===== config.mk =====
export PLATFORM = sky130hd
export DESIGN_NAME = led_pwm_driver
export DESIGN_NICKNAME = d
export VERILOG_FILES = /design/src/rtl/led_pkg.sv /design/src/rtl/sync2.sv /design/src/rtl/led_pwm_driver.sv
export SDC_FILE = /design/constraint.sdc
export NUM_CORES = 1
export LEC_CHECK = 0
export ABC_CLOCK_PERIOD_IN_PS = 2400
export CAP_MARGIN = 20
export CORE_UTILIZATION = 55
export CTS_CLUSTER_DIAMETER = 120
export DETAILED_ROUTE_END_ITERATION = 10
export GPL_ROUTABILITY_DRIVEN = 0
export GPL_TIMING_DRIVEN = 0
export PLACE_DENSITY = 0.73
export SYNTH_ARGS = -nofsm -noshare
export SYNTH_HDL_FRONTEND = slang
export SYNTH_SLANG_ARGS = --single-unit
export TNS_END_PERCENT = 30

===== constraint.sdc =====
create_clock -name clk -period 2.4 [get_ports clk]
set_input_delay 0.24 -clock clk [delete_from_list [all_inputs] [get_ports clk]]
set_output_delay 0.24 -clock clk [all_outputs]
set_load 0.02 [all_outputs]

===== src/rtl/led_pkg.sv =====
// Shared constants for the LED PWM display path.
package led_pkg;
  localparam int N_LED_DEF    = 8;
  localparam int PWM_BITS_DEF = 4;
  localparam int FADE_DIV_DEF = 2;
  localparam int PWM_MAX      = (1 << PWM_BITS_DEF) - 1;
endpackage


===== src/rtl/sync2.sv =====
// Parameterized-width two-flop synchronizer, async active-high reset to 0.
module sync2 #(
  parameter int W = 1
) (
  input  logic         clk,
  input  logic         rst,
  input  logic [W-1:0] d_i,
  output logic [W-1:0] q_o
);
  logic [W-1:0] meta_q;
  logic [W-1:0] sync_q;

  always_ff @(posedge clk or posedge rst) begin
    if (rst) begin
      meta_q <= '0;
      sync_q <= '0;
    end else begin
      meta_q <= d_i;
      sync_q <= meta_q;
    end
  end

  assign q_o = sync_q;
endmodule


===== src/rtl/led_pwm_driver.sv =====
// Per-LED PWM brightness with optional afterglow fade; pattern and brightness
// changes are applied only on PWM period boundaries so the pins never glitch.
module led_pwm_driver
  import led_pkg::*;
#(
  parameter int N_LED    = N_LED_DEF,
  parameter int PWM_BITS = PWM_BITS_DEF,
  parameter int FADE_DIV = FADE_DIV_DEF
) (
  input  logic                clk,
  input  logic                reset,
  input  logic [N_LED-1:0]    pattern_in,
  input  logic [PWM_BITS-1:0] bright,
  input  logic                fade_en,
  output logic [N_LED-1:0]    led_out,
  output logic                period_start
);
  localparam int FW = (FADE_DIV > 1) ? $clog2(FADE_DIV) : 1;

  logic [N_LED-1:0]    pat_s;
  logic [PWM_BITS-1:0] pwm_cnt_q, pwm_cnt_d;
  logic [FW-1:0]       fade_cnt_q, fade_cnt_d;
  logic [PWM_BITS-1:0] level_q [N_LED];
  logic [PWM_BITS-1:0] level_d [N_LED];
  logic [N_LED-1:0]    led_q, led_d;
  logic                period_start_q;
  logic                boundary;
  logic                fade_step;

  sync2 #(.W(N_LED)) u_pat_sync (
    .clk (clk),
    .rst (reset),
    .d_i (pattern_in),
    .q_o (pat_s)
  );

  assign boundary  = (pwm_cnt_q == {PWM_BITS{1'b1}});
  assign fade_step = boundary && (fade_cnt_q == FW'(FADE_DIV - 1));

  always_comb begin
    pwm_cnt_d  = pwm_cnt_q + 1'b1;
    fade_cnt_d = fade_cnt_q;
    if (boundary) begin
      fade_cnt_d = (fade_cnt_q == FW'(FADE_DIV - 1)) ? '0 : fade_cnt_q + 1'b1;
    end
    for (int i = 0; i < N_LED; i++) begin
      level_d[i] = level_q[i];
      // A lit bit reloads bright even when a fade step coincides.
      if (boundary) begin
        if (pat_s[i]) begin
          level_d[i] = bright;
        end else if (!fade_en) begin
          level_d[i] = '0;
        end else if (fade_step && (level_q[i] != '0)) begin
          level_d[i] = level_q[i] - 1'b1;
        end
      end
      led_d[i] = (pwm_cnt_q < level_q[i]);
    end
  end

  always_ff @(posedge clk or posedge reset) begin
    if (reset) begin
      pwm_cnt_q      <= '0;
      fade_cnt_q     <= '0;
      led_q          <= '0;
      period_start_q <= 1'b0;
      for (int i = 0; i < N_LED; i++) begin
        level_q[i] <= '0;
      end
    end else begin
      pwm_cnt_q      <= pwm_cnt_d;
      fade_cnt_q     <= fade_cnt_d;
      led_q          <= led_d;
      period_start_q <= (pwm_cnt_q == '0);
      for (int i = 0; i < N_LED; i++) begin
        level_q[i] <= level_d[i];
      end
    end
  end

  assign led_out      = led_q;
  assign period_start = period_start_q;
endmodule


==> metrics, run 1 <==
post-route ant nets=0; share of async-settable or async-resettable flops after synthesis=1.000; Detailed Route WL=7948 um; Int Power=1794 uW; post_cts resized=0; fin. max-slew vios=0; Cell Pwr Density=617.2 nW/um^2; net switching fraction of the power=0.2897; Clk pin slew, worst setup/hold paths=70 ps; # diodes=0; Worst path top cell family by delay=flip-flops; crit path capture=level_q[9]; detailed-route DRC error count=0; slowest cell delay on critical path=730 ps; Slew headroom=0.5534; leakage=0.001830 uW; crit path from=pwm_cnt_q[1]; Worst-Margin Slew=669.8 ps; Tmin final=2150 ps; Max Fanout on Critical Path=11; via count=2822; clk buf depth=2; syn nets=418; WP buf/inv=1; CP cell instances=ha_1 > nand3_2 > buf_6 > a311o_4 > a211oi_1 > a21oi_1; Worst Skew=6.524 ps; Setup-failing EPs final=0; Top FF cell, synth=dfrtp_1; Comb power frac=0.199; worst hold-check slack=301.3 ps; H-tree depth=3; Cell Count, Final, Fillers Out=474; Critical Path Source Type=flop; Die H=82.99 um; wire length per cell=16.77 um; number of global-route vias before repair=2720; nets@finish=450; Core Footprint=6350 sq um; instance count of the mapped netlist=361; Final TNS setup=0 ps; cts hold-fix bufs=0; first-pass GRT wire length=13220 um; initial antenna violation count=0; clk sinks=62; Layout area overhead=13.42%; total track usage=0.2503; RSZ-0062 raised after global routing=false; sequential cell area fraction in the yosys report=0.4301; worst r2r src=pwm_cnt_q[1]; post-CTS setup buffers=0; Die ar.=6887 sq um; Filler Cell Count=494; Num CTS Buffers=9; TritonCTS clock tree=yes; post-route worst setup slack=249.9 ps; Post-synth EDFFs=0; register share of total power=0.483; grt ovf=0; synth warn=0; status=completed; clk_lat worst skew=340 ps; die width=82.99 um; Final Cycle Share=0.8959; row cnt=29; Boundary Pins=24; HPWL after DPL=5226 um; clock power share=0.318; layout cells sized above 1=0.08060; worst r2r path cells=6; Max VDD drop=0.0004781 V; Via density=5.954; hold violation count in the final report=0; instance count on the critical path=6; NetSw=731.5 uW; Setup crit end kind=flop; Initial Util=0.5681; total design power=2525 uW; Reg2Reg Capture Point=level_q[9]; Min-Delay Path Class=in2async; max-cap violation count=0; Distinct cells, synth=38; placed insts=459; CP arrival=2370 ps; slowest stage cell, crit path=dfrtp_1; critical path class=reg2reg; Mapped Area=3607 sq um; synthesis-stage register bit count=62; DR pass1 iterations=4; Iter 0 DRT Violations=145; f_max=465.1 MHz; CTS root buf=clkbuf_8; port buffer count=20; largest net degree at the start of global routing=35; Setup WS pre-CTS=266.9 ps; syn_area_per_cell=9.992 sq um; R2R setup slack=250 ps; Req. time, crit path=2620 ps
-- per-stage QoR --
stage                 util  instance area [sq um]
floorplan                -                   3607
global placement    0.6148                   3904
detailed placement  0.6179                   3924
CTS                 0.6443                   4091
global route        0.6443                   4091
finish              0.6443                   4091
-- area by class of cell --
type	count	area [sq um]	share of cell area
tap	77	96.34	0.02355
buffer	13	77.57	0.01896
clock buffer	14	162.7	0.03976
inverter	36	135.1	0.03303
clock inverter	1	5.005	0.001223
multi-input combinational	250	1843	0.4505
sequential	62	1551	0.3792
timing repair buffer	21	220.2	0.05382
-- cells by family after synthesis --
group | Yosys count | share of synthesized area
AOI/OAI and AO/OA | 120 | 0.2383
xor gates and xnor gates | 3 | 0.007285
adders and majority gates | 42 | 0.1457
buffers and inverters | 49 | 0.05897
DFF | 62 | 0.4301
and+or+nand+nor | 85 | 0.1197
-- worst min path at each step --
stage	start	endpoint	slack, ps
floorplan	pattern_in[0]	u_pat_sync.meta_q[0]	270
global placement	u_pat_sync.meta_q[6]	u_pat_sync.q_o[6]	330
detailed placement	u_pat_sync.meta_q[1]	u_pat_sync.q_o[1]	330
CTS	reset	u_pat_sync.q_o[1]	320
global route	pattern_in[0]	u_pat_sync.meta_q[0]	330
finish	reset	u_pat_sync.q_o[1]	300
-- power groups by stage --
stage | logic, uW | clock network [uW] | registers (uW)
2_1_floorplan | 328 | 0 | 1250
3_3_place_gp | 479 | 0 | 1230
3_5_place_dp | 503 | 0 | 1240
4_1_cts | 505 | 833 | 1220
5_1_grt | 574 | 873 | 1230
6_report | 503 | 802 | 1220
-- placed cells by master (no fill, tap or decap), drive strengths merged, types with 2 or more instances in the layout --
cell type,n
a22o,3
o2bb2ai,8
a311o,5
a31oi,8
dfrtp,62
a32oi,5
a2bb2oi,5
a21o,3
nand3,7
xnor2,2
nor3b,9
nand2b,8
a21boi,8
a211oi,11
nor4b,3
o31ai,3
or3,3
clkbuf,18
a221oi,5
nor2,34
clkdlybuf4s50,20
ha,42
inv,36
nand2,15
o21ai,33
a21oi,23
buf,9
nor2b,5
-- flip-flops by register name, indices dropped and copies added (netlist names) --
signal,cells
pwm_cnt_q,4
fade_cnt_q,1
u_pat_sync.q_o,8
u_pat_sync.meta_q,8
led_out,8
period_start,1
level_q,32
-- layer usage --
layer	up-vias	global-route usage	wire, um
met5	-	0	0
met2	75	0.4113	3865
met1	1363	0.3063	3459
li1	1364	-	-
met3	20	0.07058	418
met4	0	0.1129	204
-- synth_stat cells (4+ instances only) --
library cell,instances,area share
a211oi_1,8,0.017
a21boi_0,8,0.017
a21oi_1,23,0.032
a2bb2oi_1,5,0.012
a31oi_1,8,0.014
a32oi_1,5,0.012
buf_2,4,0.0055
clkbuf_1,4,0.0042
dfrtp_1,62,0.43
ha_1,42,0.15
inv_1,36,0.037
nand2_1,15,0.016
nand2b_1,8,0.014
nand3_1,6,0.0083
nor2_1,34,0.035
nor2b_1,4,0.0069
nor3b_1,9,0.019
o21ai_0,33,0.046
o2bb2ai_1,8,0.019
-- worst reg2reg max path, stage by stage (launching register included) --
cell and delay, ps:
dfrtp_1 730, ha_1 330, nand3_2 110, buf_6 210
a311o_4 360, a211oi_1 230, a21oi_1 70
No activity file was read; power rests on OpenSTA's default activity.
==> inputs of run 2 (changes only) <==
--- a/config.mk
+++ b/config.mk
@@ -12,8 +12,10 @@
 export DETAILED_ROUTE_END_ITERATION = 10
 export GPL_ROUTABILITY_DRIVEN = 0
 export GPL_TIMING_DRIVEN = 0
+export HOLD_SLACK_MARGIN = 0.03
 export PLACE_DENSITY = 0.73
 export SYNTH_ARGS = -nofsm -noshare
 export SYNTH_HDL_FRONTEND = slang
+export SYNTH_HIERARCHICAL = 1
 export SYNTH_SLANG_ARGS = --single-unit
 export TNS_END_PERCENT = 30
==> run 2 against run 1 <==
Net effect: first-iteration DRC count shrank 4.8%; final cell count down 3.0%; register-to-register slack got worse by 40 ps; routed wire length is 2.0% lower; critical endpoint is now level_q[7]; global-route usage shrank 0.059 points; clock skew up 3.7 ps.
==> metrics, run 2 <==
status=completed (unchanged); f_max=455.7 MHz (was 465.1 MHz); post-synth top area share=0.4258 (was 0.4301); Int Power=1802 uW (was 1794 uW); Min-Delay Path Class=in2async (unchanged); post-CTS setup buffers=0 (unchanged); CTS root buf=clkbuf_8 (unchanged); layout cells sized above 1=0.09661 (was 0.08060); initial antenna violation count=0 (unchanged); fin. max-slew vios=0 (unchanged); row cnt=29 (unchanged); Die ar.=6954 sq um (was 6887 sq um); Max Used Layer=met4 (unchanged); wire length per cell=16.93 um (was 16.77 um); Req. time, crit path=2620 ps (about the same); Reg2Reg Capture Point=level_q[7] (was level_q[9]); clk buf depth=2 (unchanged); total design power=2539 uW (was 2525 uW); Core Footprint=6386 sq um (was 6350 sq um); H-tree depth=3 (unchanged); Final TNS setup=0 ps (unchanged); Synth top cells by count=dfrtp_1 (62), ha_1 (42), inv_1 (40), nand2_1 (22) (was dfrtp_1 (62), ha_1 (42), inv_1 (36), nor2_1 (34), o21ai_0 (33)); Layout area overhead=13.02% (was 13.42%); grt ovf=0 (unchanged); routed length on met2=3603 um (was 3865 um); Critical Path Source Type=flop (unchanged); Tmin final=2194 ps (was 2150 ps); NetSw=737.0 uW (was 731.5 uW); cts hold-fix bufs=0 (unchanged); Detailed Route WL=7787 um (was 7948 um); leading area contributor after synthesis=dfrtp_1 (unchanged); Comb power frac=0.202 (was 0.199); syn_area_per_cell=10.47 sq um (was 9.992 sq um); most common cell in the netlist=dfrtp_1 (unchanged); clk sinks=62 (unchanged); HPWL after DPL=5270 um (was 5226 um); RSZ-0062 raised after global routing=false (unchanged); R2R setup slack=210 ps (was 250 ps); worst r2r src=pwm_cnt_q[1] (unchanged); synth warn=6 (was 0); synthesis-stage register bit count=62 (unchanged); Clk pin slew, worst setup/hold paths=70 ps (about the same); Mapped Area=3643 sq um (was 3607 sq um); total track usage=0.2497 (was 0.2503); die width=83.39 um (was 82.99 um); hold violation count in the final report=0 (unchanged); worst r2r path cells=5 (was 6); met1 wire length=3665 um (was 3459 um); net switching fraction of the power=0.2902 (was 0.2897); Max Fanout on Critical Path=11 (unchanged); via count=2687 (was 2822); synth top area cells=dfrtp_1 (43%), ha_1 (14%), inv_1 (4.1%), a21o_1 (3.3%), nand2b_1 (2.7%) (was dfrtp_1 (43%), ha_1 (15%), o21ai_0 (4.6%), inv_1 (3.7%), nor2_1 (3.5%)); detailed-route DRC error count=0 (unchanged); # diodes=0 (unchanged); Worst-Margin Slew=760.5 ps (was 669.8 ps); Iter 0 DRT Violations=138 (was 145); port buffer count=19 (was 20); leakage=0.001884 uW (was 0.001830 uW); commonest cells after routing, fill and taps aside=dfrtp_1 (62), ha_1 (42), inv_1 (39) (was dfrtp_1 (62), ha_1 (42), inv_1 (35)); Slew headroom=0.4930 (was 0.5534); Largest register FFs=32 (unchanged); Boundary Pins=24 (unchanged); DR pass1 iterations=4 (unchanged); number of global-route vias before repair=2682 (was 2720); Max VDD drop=0.0004696 V (was 0.0004781 V); Met3 Routed Length=341 um (was 418 um); clock power share=0.322 (was 0.318); first-pass GRT wire length=13320 um (was 13220 um); Initial Util=0.5705 (was 0.5681); post-route ant nets=0 (unchanged); share of async-settable or async-resettable flops after synthesis=1.000 (unchanged); Cell Pwr Density=616.7 nW/um^2 (was 617.2 nW/um^2); CP arrival=2410 ps (was 2370 ps); largest net degree at the start of global routing=36 (was 35); nets@finish=436 (was 450); max-cap violation count=0 (unchanged); Setup crit end kind=flop (unchanged); Post-synth EDFFs=0 (unchanged); worst hold-check slack=185.2 ps (was 301.3 ps); Final Cycle Share=0.9143 (was 0.8959); Via density=5.841 (was 5.954); register share of total power=0.476 (was 0.483); Num CTS Buffers=9 (unchanged); leading cell type in the layout, fill and taps excluded=dfrtp_1 (unchanged); syn nets=405 (was 418); critical path class=reg2reg (unchanged); Distinct cells, synth=40 (was 38); TritonCTS clock tree=yes (unchanged); post_cts resized=0 (unchanged); Top FF cell, synth=dfrtp_1 (unchanged); Worst Skew=10.26 ps (was 6.524 ps); clk_lat worst skew=340 ps (about the same); instance count of the mapped netlist=348 (was 361); Largest Register=level_q (unchanged); sequential cell area fraction in the yosys report=0.4258 (was 0.4301); Setup-failing EPs final=0 (unchanged); Die H=83.39 um (was 82.99 um)
==> run 2: cell count changes after synthesis, moves of 8 or more <==
cell,change
xnor2_1,+8
a21boi_0,-8
nor3_1,+8
nand2b_1,+8
o21ai_0,-19
o2bb2ai_1,-8
nor2_1,-20
a211oi_1,-8
o22ai_1,+12
a21o_1,+13
==> run 2: per-stage QoR <==
step	area, sq um	std cells	util	worst slack (ps)
6_report	4118	460	0.6448	205.7
5_1_grt	4118	460	0.6448	128.2
4_1_cts	4118	460	0.6448	210.7
3_5_place_dp	3950	445	0.6185	223.3
3_3_place_gp	3930	444	0.6154	-36.56
2_1_floorplan	3643	348	-	611.2
==> run 2: kinds of logic after synthesis <==
family,after synthesis,share of synthesized area
compound gates,100,0.2153
simple gates,74,0.1075
flops,62,0.4258
buf+inv,51,0.05734
fa+ha+maj,42,0.1442
xor+xnor,11,0.02644
mux,8,0.02335
==> run 2: critical path, stage by stage (launching register included) <==
cell,delay (ps)
dfrtp_1,690
ha_1,410
nand3_4,160
buf_6,230
a31oi_4,230
mux2_1,350
==> run 2: how the worst max path moves through the flow <==
stage	startpoint	to	slack [ps]
6_report	pwm_cnt_q[1]	level_q[7]	210
5_1_grt	pwm_cnt_q[1]	level_q[7]	130
4_1_cts	pwm_cnt_q[1]	level_q[7]	210
3_5_place_dp	pwm_cnt_q[1]	level_q[7]	220
3_3_place_gp	reset	level_q[16]	-40
2_1_floorplan	pwm_cnt_q[1]	level_q[23]	610
==> run 2: cell type report <==
cell class | instances | area [sq um]
inverters | 41 | 153.9
clock inverters | 1 | 5.005
clock buffers | 14 | 162.7
well taps | 77 | 96.34
flip-flops and latches | 62 | 1551
plain buffers | 10 | 55.05
repair buffers | 20 | 210.2
fillers | 513 | 2268
multi-input cells | 235 | 1883
==> run 2: metal layers <==
| metal | vias up | track usage |
|---|---|---|
| met5 | - | 0 |
| met4 | 0 | 0.1113 |
| met3 | 17 | 0.05765 |
| met2 | 65 | 0.3882 |
| met1 | 1312 | 0.3336 |
| li1 | 1293 | - |
==> run 2: power groups by stage <==
stage	Clock (uW)	Sequential [uW]	Combinational, uW
floorplan	0	1230	352
global placement	0	1220	487
CTS	826	1210	515
detailed placement	0	1230	509
global route	872	1220	577
finish	816	1210	513
